`config.mk`:
```
export PLATFORM = sky130hd
export DESIGN_NAME = ad9866_spi_ctrl_flat
export DESIGN_NICKNAME = d
export VERILOG_FILES = /design/src/rtl/hl_ad9866_pkg.sv /design/src/rtl/ad9866_spi_ctrl_if.sv /design/src/rtl/ad9866_init_rom.sv /design/src/rtl/ad9866_spi_ctrl.sv /design/src/flat_wrapper.sv
export SDC_FILE = /design/constraint.sdc
export NUM_CORES = 1
export LEC_CHECK = 0
export CAP_MARGIN = 40
export CORE_UTILIZATION = 40
export CTS_BUF_LIST = sky130_fd_sc_hd__clkbuf_4
export CTS_CLUSTER_SIZE = 8
export DETAILED_ROUTE_END_ITERATION = 7
export GPL_ROUTABILITY_DRIVEN = 0
export PLACE_DENSITY = 0.6
export SLEW_MARGIN = 40
export SYNTH_ARGS = -nofsm -noshare
export SYNTH_HDL_FRONTEND = slang
export SYNTH_SLANG_ARGS = --single-unit
export TNS_END_PERCENT = 50
```
`constraint.sdc`:
```
create_clock -name ad9866spiclk -period 2.9 [get_ports ad9866spiclk]
set_input_delay 0.29 -clock ad9866spiclk [delete_from_list [all_inputs] [get_ports ad9866spiclk]]
set_output_delay 0.29 -clock ad9866spiclk [all_outputs]
set_load 0.01 [all_outputs]
```
`src/rtl/hl_ad9866_pkg.sv`:
```
// Shared definitions for the AD9866 serial-control sequencer.
// Contents:
//   - SPI frame layout: {R/W, byte count, addr[4:0], data[7:0]}, MSB first
//   - FSM state encoding
//   - Default codec init table as {addr, data} words (unused slots are zero)
//   - make_frame(): packs an address/data pair into a 16-bit write frame
package hl_ad9866_pkg;

    localparam int FRAME_W        = 16;
    localparam int FRAME_RW_POS   = 15;
    localparam int FRAME_LEN_POS  = 13;
    localparam int FRAME_LEN_W    = 2;
    localparam int FRAME_ADDR_POS = 8;
    localparam int FRAME_ADDR_W   = 5;
    localparam int FRAME_DATA_POS = 0;
    localparam int FRAME_DATA_W   = 8;
    localparam int ENTRY_W        = FRAME_ADDR_W + FRAME_DATA_W;
    localparam int INIT_MAX       = 32;

    typedef enum logic [1:0] {
        ST_RSTHOLD,
        ST_GAP,
        ST_FRAME,
        ST_IDLE
    } state_e;

    // Entry = {addr[4:0], data[7:0]}
    localparam logic [ENTRY_W-1:0] INIT_TABLE [INIT_MAX] = '{
        0:       13'h0120,
        1:       13'h0436,
        2:       13'h0540,
        3:       13'h064B,
        4:       13'h0700,
        5:       13'h0C41,
        6:       13'h0D00,
        7:       13'h1302,
        default: 13'h0000
    };

    function automatic logic [FRAME_W-1:0] make_frame(
        input logic [FRAME_ADDR_W-1:0] addr,
        input logic [FRAME_DATA_W-1:0] data
    );
        logic [FRAME_W-1:0] f;
        f = '0;
        f[FRAME_RW_POS]                        = 1'b0;   // write
        f[FRAME_LEN_POS +: FRAME_LEN_W]        = 2'b00;  // one byte
        f[FRAME_ADDR_POS +: FRAME_ADDR_W]      = addr;
        f[FRAME_DATA_POS +: FRAME_DATA_W]      = data;
        return f;
    endfunction

endpackage

```
`src/rtl/ad9866_spi_ctrl_if.sv`:
```
// Control-side bundle between the core and the AD9866 serial sequencer.
//   reinit    : one-cycle pulse, rerun init table
//   wr_req    : runtime write request, held until wr_ack
//   wr_addr   : register address (stable while wr_req)
//   wr_data   : register data (stable while wr_req)
//   wr_ack    : one-cycle pulse, request latched into shifter
//   busy      : sequencer not idle
//   init_done : init table complete
// master = core side, slave = sequencer side.
interface ad9866_spi_ctrl_if;
    import hl_ad9866_pkg::*;

    logic                    reinit;
    logic                    wr_req;
    logic [FRAME_ADDR_W-1:0] wr_addr;
    logic [FRAME_DATA_W-1:0] wr_data;
    logic                    wr_ack;
    logic                    busy;
    logic                    init_done;

    modport master (
        output reinit, wr_req, wr_addr, wr_data,
        input  wr_ack, busy, init_done
    );

    modport slave (
        input  reinit, wr_req, wr_addr, wr_data,
        output wr_ack, busy, init_done
    );
endinterface

```
`src/rtl/ad9866_init_rom.sv`:
```
// Combinational init-table lookup.
//   idx_i   : entry index 0..31
//   entry_o : {addr[4:0], data[7:0]}; zero for indices at or beyond NINIT
module ad9866_init_rom
    import hl_ad9866_pkg::*;
#(
    parameter int NINIT = 8
) (
    input  logic [4:0]         idx_i,
    output logic [ENTRY_W-1:0] entry_o
);

    always_comb begin
        entry_o = '0;
        if (int'(idx_i) < NINIT) begin
            entry_o = INIT_TABLE[idx_i];
        end
    end

endmodule

```
`src/rtl/ad9866_spi_ctrl.sv`:
```
// AD9866 serial-control sequencer.
// After reset: holds ad9866_rst_n low for RSTCYC cycles, then writes NINIT
// init-table entries over 3-wire SPI, each followed by a 2*CLKDIV-cycle gap.
// Afterwards serves single-register writes from the core (req/ack).
// Ports:
//   ad9866spiclk  : block clock
//   reset_n       : asynchronous active-low reset
//   ctl           : control bundle (slave side)
//   ad9866_rst_n  : codec reset
//   ad9866_sclk   : SPI clock, idles low, half-period CLKDIV cycles
//   ad9866_sdio   : SPI data, MSB first, changes on sclk falling edge
//   ad9866_sen_n  : SPI enable, active low
module ad9866_spi_ctrl
    import hl_ad9866_pkg::*;
#(
    parameter int CLKDIV = 8,
    parameter int RSTCYC = 256,
    parameter int NINIT  = 8
) (
    input  logic             ad9866spiclk,
    input  logic             reset_n,
    ad9866_spi_ctrl_if.slave ctl,
    output logic             ad9866_rst_n,
    output logic             ad9866_sclk,
    output logic             ad9866_sdio,
    output logic             ad9866_sen_n
);

    // One counter serves the reset hold, the gap and the SCLK half-period.
    localparam int              CW        = $clog2(RSTCYC + 2 * CLKDIV + 1);
    localparam logic [CW-1:0]   RST_LAST  = CW'(RSTCYC - 1);
    localparam logic [CW-1:0]   GAP_LAST  = CW'(2 * CLKDIV - 1);
    localparam logic [CW-1:0]   HALF_LAST = CW'(CLKDIV - 1);
    localparam logic [4:0]      IDX_LAST  = 5'(NINIT - 1);

    state_e               state_q, state_d;
    logic [CW-1:0]        cnt_q, cnt_d;
    logic [3:0]           bit_q, bit_d;
    logic [FRAME_W-1:0]   shift_q, shift_d;
    logic [4:0]           idx_q, idx_d;
    logic                 init_run_q, init_run_d;
    logic                 all_issued_q, all_issued_d;
    logic                 init_done_q, init_done_d;
    logic                 rst_n_q, rst_n_d;
    logic                 sclk_q, sclk_d;
    logic                 sdio_q, sdio_d;
    logic                 sen_n_q, sen_n_d;
    logic                 ack_q, ack_d;
    logic                 busy_q, busy_d;

    logic                 load;
    logic [FRAME_W-1:0]   load_frame;
    logic [ENTRY_W-1:0]   rom_entry;

    ad9866_init_rom #(
        .NINIT (NINIT)
    ) u_rom (
        .idx_i   (idx_q),
        .entry_o (rom_entry)
    );

    always_ff @(posedge ad9866spiclk or negedge reset_n) begin
        if (!reset_n) begin
            state_q      <= ST_RSTHOLD;
            cnt_q        <= '0;
            bit_q        <= '0;
            shift_q      <= '0;
            idx_q        <= '0;
            init_run_q   <= 1'b1;
            all_issued_q <= 1'b0;
            init_done_q  <= 1'b0;
            rst_n_q      <= 1'b0;
            sclk_q       <= 1'b0;
            sdio_q       <= 1'b0;
            sen_n_q      <= 1'b1;
            ack_q        <= 1'b0;
            busy_q       <= 1'b1;
        end else begin
            state_q      <= state_d;
            cnt_q        <= cnt_d;
            bit_q        <= bit_d;
            shift_q      <= shift_d;
            idx_q        <= idx_d;
            init_run_q   <= init_run_d;
            all_issued_q <= all_issued_d;
            init_done_q  <= init_done_d;
            rst_n_q      <= rst_n_d;
            sclk_q       <= sclk_d;
            sdio_q       <= sdio_d;
            sen_n_q      <= sen_n_d;
            ack_q        <= ack_d;
            busy_q       <= busy_d;
        end
    end

    always_comb begin
        state_d      = state_q;
        cnt_d        = cnt_q;
        bit_d        = bit_q;
        shift_d      = shift_q;
        idx_d        = idx_q;
        init_run_d   = init_run_q;
        all_issued_d = all_issued_q;
        init_done_d  = init_done_q;
        rst_n_d      = rst_n_q;
        sclk_d       = sclk_q;
        sdio_d       = sdio_q;
        sen_n_d      = sen_n_q;
        ack_d        = 1'b0;
        load         = 1'b0;
        load_frame   = '0;

        case (state_q)
            ST_RSTHOLD: begin
                if (cnt_q == RST_LAST) begin
                    rst_n_d = 1'b1;
                    cnt_d   = '0;
                    state_d = ST_GAP;
                end else begin
                    cnt_d = cnt_q + 1'b1;
                end
            end

            ST_GAP: begin
                if (cnt_q == GAP_LAST) begin
                    if (init_run_q && !all_issued_q) begin
                        load       = 1'b1;
                        load_frame = make_frame(rom_entry[ENTRY_W-1 -: FRAME_ADDR_W],
                                                rom_entry[FRAME_DATA_W-1:0]);
                        // Index saturates at the last entry; a separate flag
                        // records that the last entry has gone out.
                        if (idx_q == IDX_LAST) begin
                            all_issued_d = 1'b1;
                        end else begin
                            idx_d = idx_q + 1'b1;
                        end
                    end else begin
                        state_d = ST_IDLE;
                        if (init_run_q) begin
                            init_done_d = 1'b1;
                            init_run_d  = 1'b0;
                        end
                    end
                end else begin
                    cnt_d = cnt_q + 1'b1;
                end
            end

            ST_FRAME: begin
                if (cnt_q == HALF_LAST) begin
                    cnt_d = '0;
                    if (!sclk_q) begin
                        sclk_d = 1'b1;
                    end else begin
                        sclk_d = 1'b0;
                        if (bit_q == 4'd15) begin
                            // Last falling edge closes the frame.
                            sen_n_d = 1'b1;
                            sdio_d  = 1'b0;
                            state_d = ST_GAP;
                        end else begin
                            sdio_d  = shift_q[FRAME_W-1];
                            shift_d = {shift_q[FRAME_W-2:0], 1'b0};
                            bit_d   = bit_q + 1'b1;
                        end
                    end
                end else begin
                    cnt_d = cnt_q + 1'b1;
                end
            end

            ST_IDLE: begin
                if (ctl.reinit) begin
                    init_done_d  = 1'b0;
                    init_run_d   = 1'b1;
                    idx_d        = '0;
                    all_issued_d = 1'b0;
                    cnt_d        = '0;
                    state_d      = ST_GAP;
                end else if (ctl.wr_req && init_done_q) begin
                    ack_d      = 1'b1;
                    load       = 1'b1;
                    load_frame = make_frame(ctl.wr_addr, ctl.wr_data);
                end
            end

            default: begin
                state_d = ST_RSTHOLD;
            end
        endcase

        // Frame start: MSB presented with sen_n falling; the remaining bits
        // wait in the shifter for successive SCLK falling edges.
        if (load) begin
            state_d = ST_FRAME;
            cnt_d   = '0;
            bit_d   = '0;
            sclk_d  = 1'b0;
            sen_n_d = 1'b0;
            sdio_d  = load_frame[FRAME_W-1];
            shift_d = {load_frame[FRAME_W-2:0], 1'b0};
        end

        busy_d = (state_d != ST_IDLE);
    end

    assign ctl.wr_ack    = ack_q;
    assign ctl.busy      = busy_q;
    assign ctl.init_done = init_done_q;
    assign ad9866_rst_n  = rst_n_q;
    assign ad9866_sclk   = sclk_q;
    assign ad9866_sdio   = sdio_q;
    assign ad9866_sen_n  = sen_n_q;

endmodule

```
`src/flat_wrapper.sv`:
```
// flat-port wrapper written by rule: the top's interface ports become plain ports
module ad9866_spi_ctrl_flat import hl_ad9866_pkg::*;
#(
    parameter int CLKDIV = 8,
    parameter int RSTCYC = 256,
    parameter int NINIT  = 8
)
  (ad9866spiclk, reset_n, ad9866_rst_n, ad9866_sclk, ad9866_sdio, ad9866_sen_n, ctl_reinit, ctl_wr_req, ctl_wr_addr, ctl_wr_data, ctl_wr_ack, ctl_busy, ctl_init_done);
  ad9866_spi_ctrl_if ctl_i ();
  input  logic ad9866spiclk;
  input  logic reset_n;
  output logic ad9866_rst_n;
  output logic ad9866_sclk;
  output logic ad9866_sdio;
  output logic ad9866_sen_n;
  input wire logic [$bits(ctl_i.reinit)-1:0] ctl_reinit;
  input wire logic [$bits(ctl_i.wr_req)-1:0] ctl_wr_req;
  input wire logic [$bits(ctl_i.wr_addr)-1:0] ctl_wr_addr;
  input wire logic [$bits(ctl_i.wr_data)-1:0] ctl_wr_data;
  output wire logic [$bits(ctl_i.wr_ack)-1:0] ctl_wr_ack;
  output wire logic [$bits(ctl_i.busy)-1:0] ctl_busy;
  output wire logic [$bits(ctl_i.init_done)-1:0] ctl_init_done;
  assign ctl_i.reinit = ctl_reinit;
  assign ctl_i.wr_req = ctl_wr_req;
  assign ctl_i.wr_addr = ctl_wr_addr;
  assign ctl_i.wr_data = ctl_wr_data;
  assign ctl_wr_ack = ctl_i.wr_ack;
  assign ctl_busy = ctl_i.busy;
  assign ctl_init_done = ctl_i.init_done;
  ad9866_spi_ctrl #(.CLKDIV(CLKDIV), .RSTCYC(RSTCYC), .NINIT(NINIT)) u_core (.ad9866spiclk(ad9866spiclk), .reset_n(reset_n), .ctl(ctl_i), .ad9866_rst_n(ad9866_rst_n), .ad9866_sclk(ad9866_sclk), .ad9866_sdio(ad9866_sdio), .ad9866_sen_n(ad9866_sen_n));
endmodule
```
* Word-level counts from Yosys, hierarchy flattened
Memories as Yosys holds them, arrays and structs flattened. Cells that the tools add are included.
Cells by class: add/sub/neg operators 3, magnitude comparators 2, equality and inequality tests 19, multiplexer cells 71, bitwise logic cells 1, reductions and logical operators 19
Operators with widths (count):
- $mux 16 | 7
- $mux 13 | 5
- $mux 9 | 5
- $pmux 9 s4 | 1
- $pmux 16 s2 | 1
- $mux 1 | 29
- $mux 4 | 5
- $mux 5 | 4
- $mux 2 | 8
- $reduce_and 5->1 | 3
- $reduce_and 4->1 | 3
- $ne 2x1->1 const B | 5
- $pmux 5 s2 | 1
- $reduce_bool 2->1 | 5
- $add 9x1->9 const B | 1
- $eq 9x3->1 const B | 1
- $eq 9x4->1 const B | 1
- $eq 9x8->1 const B | 1
- $ne 2x2->1 const B | 4
- $pmux 1 s2 | 4
- $pmux 2 s4 | 1
- $ge 6x6->1 const B | 1
- $ne 3x2->1 const B | 2
- $not 5->6 | 1
- other kinds (12) | 16
Storage, ports and cells: bits in registers 45, memory bits (read-only) 416, input bits 17, output and inout bits 7, logic and storage cells 130, memories kept 1
Memory list:
- (name not given) | words 32, width 13, read ports 1, clocked after memory_dff 0, write ports 0, RTL line ad9866_init_rom.sv:16 | entry_o = INIT_TABLE[idx_i];

* Depth between registers and ports, before layout
Gate-level depths: netlist of the first run.
depth in word-level cells 9, depth in mapped cells 10, depth with buffers taken out 10

* By module
A second synthesis of the first run with hierarchy kept.
Second synthesis, totals: cell total of the unflattened synthesis 280, area total of the unflattened synthesis 2617.5 µm²
Modules (own cells, without submodules):
- ad9866_spi_ctrl | times used 1, cells each 247, area each 2369.8 µm², sequential area each 1104.8 µm²
- ad9866_init_rom | times used 1, cells each 33, area each 247.7 µm², sequential area each 0.0 µm²

* Worst setup path after synthesis of the first run
OpenSTA, ideal clock, no wires.
path kind reg2reg, start point register u_core.cnt_q[0], end point register u_core.cnt_q[7], library setup time 0.120 ns, data arrival time 2.031 ns, data required time 2.780 ns, setup slack 0.748 ns, stages on the path, launching flop included 11, path buffers 0, period minus slack after synthesis 2.152 ns, path through dfrtp_1 -> ha_1 -> and3_1 -> and3_1 -> nand3_1 -> inv_1 -> ha_1 -> a21oi_1 -> or2_2 -> a21bo_2 -> a31o_2
On the way: longest elaborated chain between the ends 5
RTL lines:
- from (decl) | RTL line ad9866_spi_ctrl.sv:37 | logic [CW-1:0] cnt_q, cnt_d;
- from (signal assigned) | RTL line ad9866_spi_ctrl.sv:80 | cnt_q <= cnt_d;
- parallel branches: the longest is 5 deep, another holds $add 9x1->9
Parallel ways; which one is timed is not known. The select of a mux whose other input is x is not followed. A chain may end at the register's enable or synchronous reset.

* Worst setup path after layout of the first run
start point register u_core.cnt_q[0], end point register u_core.cnt_q[4]
The elaborated chain is that of the path after synthesis.

==> results_dict.tcl, run 1 <==
set metrics [dict create \
    cts.sinks 44 \
    port_buffers 23 \
    ir_drop_uv 214.5 \
    fillers 587 \
    cts_setup_buffers 0 \
    path_clk_slew_ns 0.15 \
    fin_crit_sh_pct 83.77 \
    coreArea_mm2 0.005956 \
    synth_edf_count 0 \
    drive_gt1_share_pct 8.966 \
    worstMarginPinSlew_ns 0.6807 \
    fin_ws_ns 0.4706 \
    yosysTopAreaCell "dfrtp_1" \
    hold_violations 0 \
    fp.dieW_um 80.68 \
    synth_warnings 0 \
    syn_area_mm2 0.002476 \
    numCtsBuffers 5 \
    async_flop_share_pct 100.0 \
    drt_iter0_markers 163 \
    cts_tree "built" \
    syn_nets 294 \
    placed_area_mm2 0.002776 \
    p_leak_nw 1.236 \
    yosys_most_used_dff "dfrtp_1" \
    diodes 0 \
    yosys-top-cells-area "dfrtp_1 (41%), ha_1 (5.6%), nand2_1 (5.3%), mux2i_1 (3.6%), dfstp_2 (3.2%)" \
    area_delta_synth_final_pct 15.92 \
    hold_class "primary input to async pin" \
    hpwl_um 4127 \
    pwr_density_cell_mw_per_mm2 368.0 \
    p_total_w 0.001056 \
    synth_seq_cells 44 \
    first_pass_iters 5 \
    syn_avg_cell_area_um2 9.309 \
    gr-usage-all-layers_pct 20.53 \
    worst_setup_path_end_kind "register" \
    reg2reg_slack_ns 0.47 \
    ios 24 \
    drv_cap 0 \
    setup_viol 0 \
    final-max-slew-violation-count 0 \
    via_per_inst 5.641 \
    synthTopCellsByCount "dfrtp_1 (41), nand2_1 (35), nor2_1 (18)" \
    critPathLaunchType "register" \
    cp.required_ns 3.17 \
    worst-setup-path-type "register to register" \
    status "finished clean" \
    multi_input_area_mm2 0.001279 \
    grt_overflow_total 0 \
    finalClockSkew_ns 0.01113 \
    grt_max_degree 45 \
    period_needed_ns 2.429 \
    die_h_um 80.68 \
    drt_wl_total_um 5944 \
    die_area_mm2 0.006509 \
    ctsHoldBuffers 1 \
    syn_inst 266 \
    setup-tns-final_ns 0 \
    drc 0 \
    max_freq_ghz 0.4116 \
    htreeDepth 2 \
    antenna_left 0 \
    r2r_cells 10 \
    ctsResizeCount 0 \
    synth_top_area_share_pct 41.44 \
    synthDistinctLibCells 45 \
    cts.path.max_buffers 2 \
    root_buffer "clkbuf_4" \
    r2r_end "u_core.cnt_q[4]$_DFFE_PN0P_" \
    dr_total_vias 2059 \
    rsz0062_at_grt "no" \
    grt_pass1_wl_um 10030 \
    path_max_fanout 6 \
    start_util_pct 41.58 \
    wire_per_inst_um 16.28 \
    seq_area_frac_synth_pct 44.62 \
    r2r-start "u_core.cnt_q[0]$_DFFE_PN0P_" \
    place_worst_setup_slack_ns 0.4217 \
    regArea_mm2 0.001105 \
    grt_pass1_vias 1928 \
    yosysMostFrequentCell "dfrtp_1" \
    design_area_mm2 0.002870 \
    clkLatencyLatePin_ns 0.37 \
    rows 28 \
    nNetsFinal 317 \
    antenna_found_initial 0 \
    worstPathArrival_ns 2.70 \
    slew_headroom_pct 54.57 \
]
[kinds of logic after synthesis]
group | synth area share (%)
xor+xnor | 2.122
buf+inv | 3.739
compound gates | 17.99
fa+ha+maj | 5.558
mux | 3.638
flops | 44.62
simple gates | 22.33
[how the worst max path moves through the flow]
stage | startpoint | to | cells past startpoint | slack [ns]
floorplan | u_core.cnt_q[0]$_DFFE_PN0P_ | u_core.cnt_q[7]$_DFFE_PN0P_ | 10 | 0.75
global placement | ctl_reinit | u_core.shift_q[9]$_DFFE_PN0P_ | 7 | 0.48
detailed placement | ctl_reinit | u_core.shift_q[3]$_DFFE_PN0P_ | 5 | 0.42
CTS | u_core.cnt_q[0]$_DFFE_PN0P_ | u_core.cnt_q[7]$_DFFE_PN0P_ | 10 | 0.49
global route | u_core.cnt_q[0]$_DFFE_PN0P_ | u_core.cnt_q[5]$_DFFE_PN0P_ | 10 | 0.23
finish | u_core.cnt_q[0]$_DFFE_PN0P_ | u_core.cnt_q[4]$_DFFE_PN0P_ | 10 | 0.47
[state kept, by name, indices dropped and copies added (netlist names)]
| name | cells |
|---|---|
| u_core.ctl.init_done | 1 |
| u_core.all_issued_q | 1 |
| u_core.ad9866_sclk | 1 |
| u_core.idx_q | 5 |
| u_core.bit_q | 4 |
| u_core.ctl.busy | 1 |
| u_core.init_run_q | 1 |
| u_core.shift_q | 15 |
| u_core.ad9866_rst_n | 1 |
| u_core.ad9866_sen_n | 1 |
| u_core.cnt_q | 9 |
| u_core.ctl.wr_ack | 1 |
| u_core.ad9866_sdio | 1 |
| u_core.state_q | 2 |
[report_power, final]
part | switching [W] | internal (W)
Combinational | 0.0000159 | 0.0000197
Sequential | 0 | 0.000614
Clock | 0.000222 | 0.000184
[through the flow]
step	cells	util, %	hold WS (ns)
6_report	365	48.19	0.4434
5_1_grt	365	48.19	0.4894
4_1_cts	365	48.19	0.4560
3_5_place_dp	356	46.62	0.3353
3_3_place_gp	356	46.58	0.4534
2_1_floorplan	266	-	-0.005591
[critical path, cell delays in order (launching register included)]
cell and delay [ns]:
dfrtp_1 0.41, ha_1 0.27, and3_1 0.22, and3_1 0.19
nand3_1 0.11, inv_1 0.08, ha_1 0.17, a21oi_1 0.12
nor2_1 0.32, o21ai_0 0.14, a32o_1 0.31
[layer usage]
layer  track usage [%]  up-vias  wire length (µm)
li1                  -     1014                 -
met1             31.79      984              3141
met2             28.64       54              2525
met3             4.205        7               216
met4             4.821        0                61
met5                 0        -                 0
[cells in the final DEF, fill, tap and decap left out, types with 6 or more instances in the layout]
cell type	n
dfrtp_1	41
nand2_1	35
clkdlybuf4s50_1	22
nor2_1	18
a21oi_1	15
o21ai_0	15
inv_1	13
ha_1	11
nand3_1	10
a31oi_1	10
mux2i_1	9
a221oi_1	8
and3_1	7
nor3_1	6
[final cells by class]
class | count | share of cell area (%)
Tap cell | 75 | 3.269
Inverter | 13 | 1.700
Sequential cell | 44 | 38.49
Multi-Input combinational cell | 198 | 44.55
Timing Repair Buffer | 27 | 9.067
Clock inverter | 3 | 1.613
Clock buffer | 5 | 1.308
No activity file was read; power rests on OpenSTA's default activity.
==> run 2, diff against run 1 <==
PLACE_DENSITY = 0.63   (was 0.6)
clock period = 2.2 ns   (was 2.9 ns; I/O delays follow)
==> run 2 against run 1 <==
Net effect:
- register-to-register slack lost 0.46 ns
- combinational power grew 33%
- total power grew 32%
- hold slack lost 0.065 ns
- via count grew 6.5%
- setup slack lost 0.46 ns
- clock skew grew 0.0030 ns
- sequential cell count is the same
- first-iteration DRC count shrank 8.6%
==> results_dict.tcl, run 2 (same netlist as run 1, synthesis figures left out) <==
set metrics [dict create \
    status "finished clean" \
    diodes 0 \
    final_core_util_pct 52.73 \
    drive_gt1_share_pct 19.43 \
    mostFrequentLayoutCells "dfrtp_1 (41), nand2_1 (35), buf_4 (25)" \
    slowest_stage "dfrtp_1" \
    drv_cap 0 \
    critPathLaunchType "register" \
    instances_no_fill 389 \
    regArea_mm2 0.001105 \
    path_cells "ha_2 > and3_4 > and3_4 > nand3_4 > inv_2 > ha_4 > a21oi_4 > or2_2 > a21bo_2 > a31o_2" \
    worstPathArrival_ns 2.46 \
    grt_pass1_vias 2053 \
    numCtsBuffers 5 \
    hold_class "primary input to register" \
    path_clk_slew_ns 0.15 \
    drc 0 \
    htreeDepth 2 \
    cp_top_family "simple AND/OR/NAND/NOR gates" \
    whs_ns 0.3786 \
    wire_per_inst_um 16.09 \
    ir_drop_uv 248.0 \
    start_util_pct 41.58 \
    r2r_end "u_core.cnt_q[7]$_DFFE_PN0P_" \
    grt_max_degree 45 \
    die_h_um 80.68 \
    cts.sinks 44 \
    die_area_mm2 0.006509 \
    first_pass_iters 4 \
    worstMarginPinSlew_ns 0.5677 \
    rows 28 \
    drt_wl_total_um 6259 \
    min_path_cells 3 \
    port_buffers 23 \
    nNetsFinal 341 \
    grt_overflow_total 0 \
    drt_iter0_markers 149 \
    worst_setup_path_end_kind "register" \
    fillers 553 \
    largest_reg_flops 15 \
    grt_pass1_wl_um 10090 \
    coreArea_mm2 0.005956 \
    clkLatencyLatePin_ns 0.37 \
    root_buffer "clkbuf_4" \
    largest_register "u_core.shift_q" \
    via_per_inst 5.638 \
    cts_tree "built" \
    r2r-start "u_core.cnt_q[1]$_DFFE_PN0P_" \
    cp.required_ns 2.47 \
    worst-setup-path-type "register to register" \
    gr-usage-all-layers_pct 20.65 \
    ios 24 \
    fin_crit_sh_pct 99.53 \
    min-delay-start "ctl_wr_data[7]" \
    reg2reg_slack_ns 0.01 \
    period_needed_ns 2.190 \
    slew_headroom_pct 62.15 \
    path_max_fanout 4 \
    antenna_found_initial 0 \
    hold_path_end "u_core.shift_q[8]$_DFFE_PN0P_" \
    cts.path.max_buffers 2 \
    hold_violations 0 \
    pwr_density_cell_mw_per_mm2 442.7 \
    area_delta_synth_final_pct 26.83 \
    antenna_left 0 \
    dr_total_vias 2193 \
    setup-tns-final_ns 0 \
    setup_viol 0 \
    top_regs "u_core.shift_q (15), u_core.cnt_q (9), u_core.idx_q (5)" \
    critical_path_buf_inv_count 1 \
    final-max-slew-violation-count 0 \
    r2r_cells 10 \
    placed_cells 377 \
    finalClockSkew_ns 0.01417 \
    max_freq_ghz 0.4567 \
    rsz0062_at_grt "yes" \
    cpMostUsedCell "and3_4" \
    fp.dieW_um 80.68 \
    final_common_cell "dfrtp_1" \
    p_leak_nw 1.366 \
    hpwl_um 4248 \
    multi_input_area_mm2 0.001346 \
    cpPeakStageDelay_ns 0.40 \
]
run 2: how the worst max path moves through the flow:
stage / startpoint / endpoint / slack [ns] / cells after the start
3_5_place_dp: u_core.cnt_q[1]$_DFFE_PN0P_ / u_core.cnt_q[7]$_DFFE_PN0P_ / 0.04 / 10
3_3_place_gp: u_core.cnt_q[0]$_DFFE_PN0P_ / u_core.cnt_q[5]$_DFFE_PN0P_ / 0.08 / 10
5_1_grt: u_core.cnt_q[1]$_DFFE_PN0P_ / u_core.cnt_q[7]$_DFFE_PN0P_ / -0.05 / 10
2_1_floorplan: u_core.cnt_q[0]$_DFFE_PN0P_ / u_core.cnt_q[7]$_DFFE_PN0P_ / 0.05 / 10
6_report: u_core.cnt_q[1]$_DFFE_PN0P_ / u_core.cnt_q[7]$_DFFE_PN0P_ / 0.01 / 10
4_1_cts: u_core.cnt_q[1]$_DFFE_PN0P_ / u_core.cnt_q[7]$_DFFE_PN0P_ / 0.008 / 10
run 2: layout make-up:
cell class / instances / share of cell area (%)
well taps: 75 / 2.988
flip-flops and latches: 44 / 35.18
repair buffers: 51 / 14.74
inverters: 13 / 1.554
multi-input cells: 198 / 42.87
clock buffers: 5 / 1.195
clock inverters: 3 / 1.474
run 2: routing by layer:
metal | share of wire, % | vias to the layer above | GRT usage (%)
met5 | 0 | - | 0
met4 | 1.2 | 0 | 5.357
met3 | 5.3 | 8 | 3.977
met2 | 46 | 72 | 31.27
met1 | 48 | 1053 | 29.87
li1 | - | 1060 | -
run 2: timing repair:
| action | 4_1_cts | 5_1_grt |
|---|---|---|
| buffers inserted | 0 | 3 |
| hold endpoints to repair | 41 | 0 |
| setup endpoints to repair | 4 | 11 |
| hold buffers | 1 | 0 |
| pin swaps | 0 | 4 |
| resized for setup | 1 | 13 |
run 2: metrics by stage:
step           worst slack, ns  total power [W]  cell area, µm²
2_1_floorplan          0.04842        0.0008251            2476
3_3_place_gp           0.07524        0.0008717            2957
3_5_place_dp           0.03629        0.0008715            2957
4_1_cts               0.008130         0.001406            3054
5_1_grt               -0.05190         0.001448            3141
6_report               0.01042         0.001390            3141
run 2: power by group:
group / internal [W] / switching (W) / leakage, nW
clock network: 0.000243 / 0.000291 / 0.0418
registers: 0.000809 / 0 / 0.505
logic: 0.0000266 / 0.0000207 / 0.819
run 2: worst min-delay path: stages:
cell             delay (ns)
clkdlybuf4s50_1        0.40
nand2_1                0.05
o21ai_0                0.06
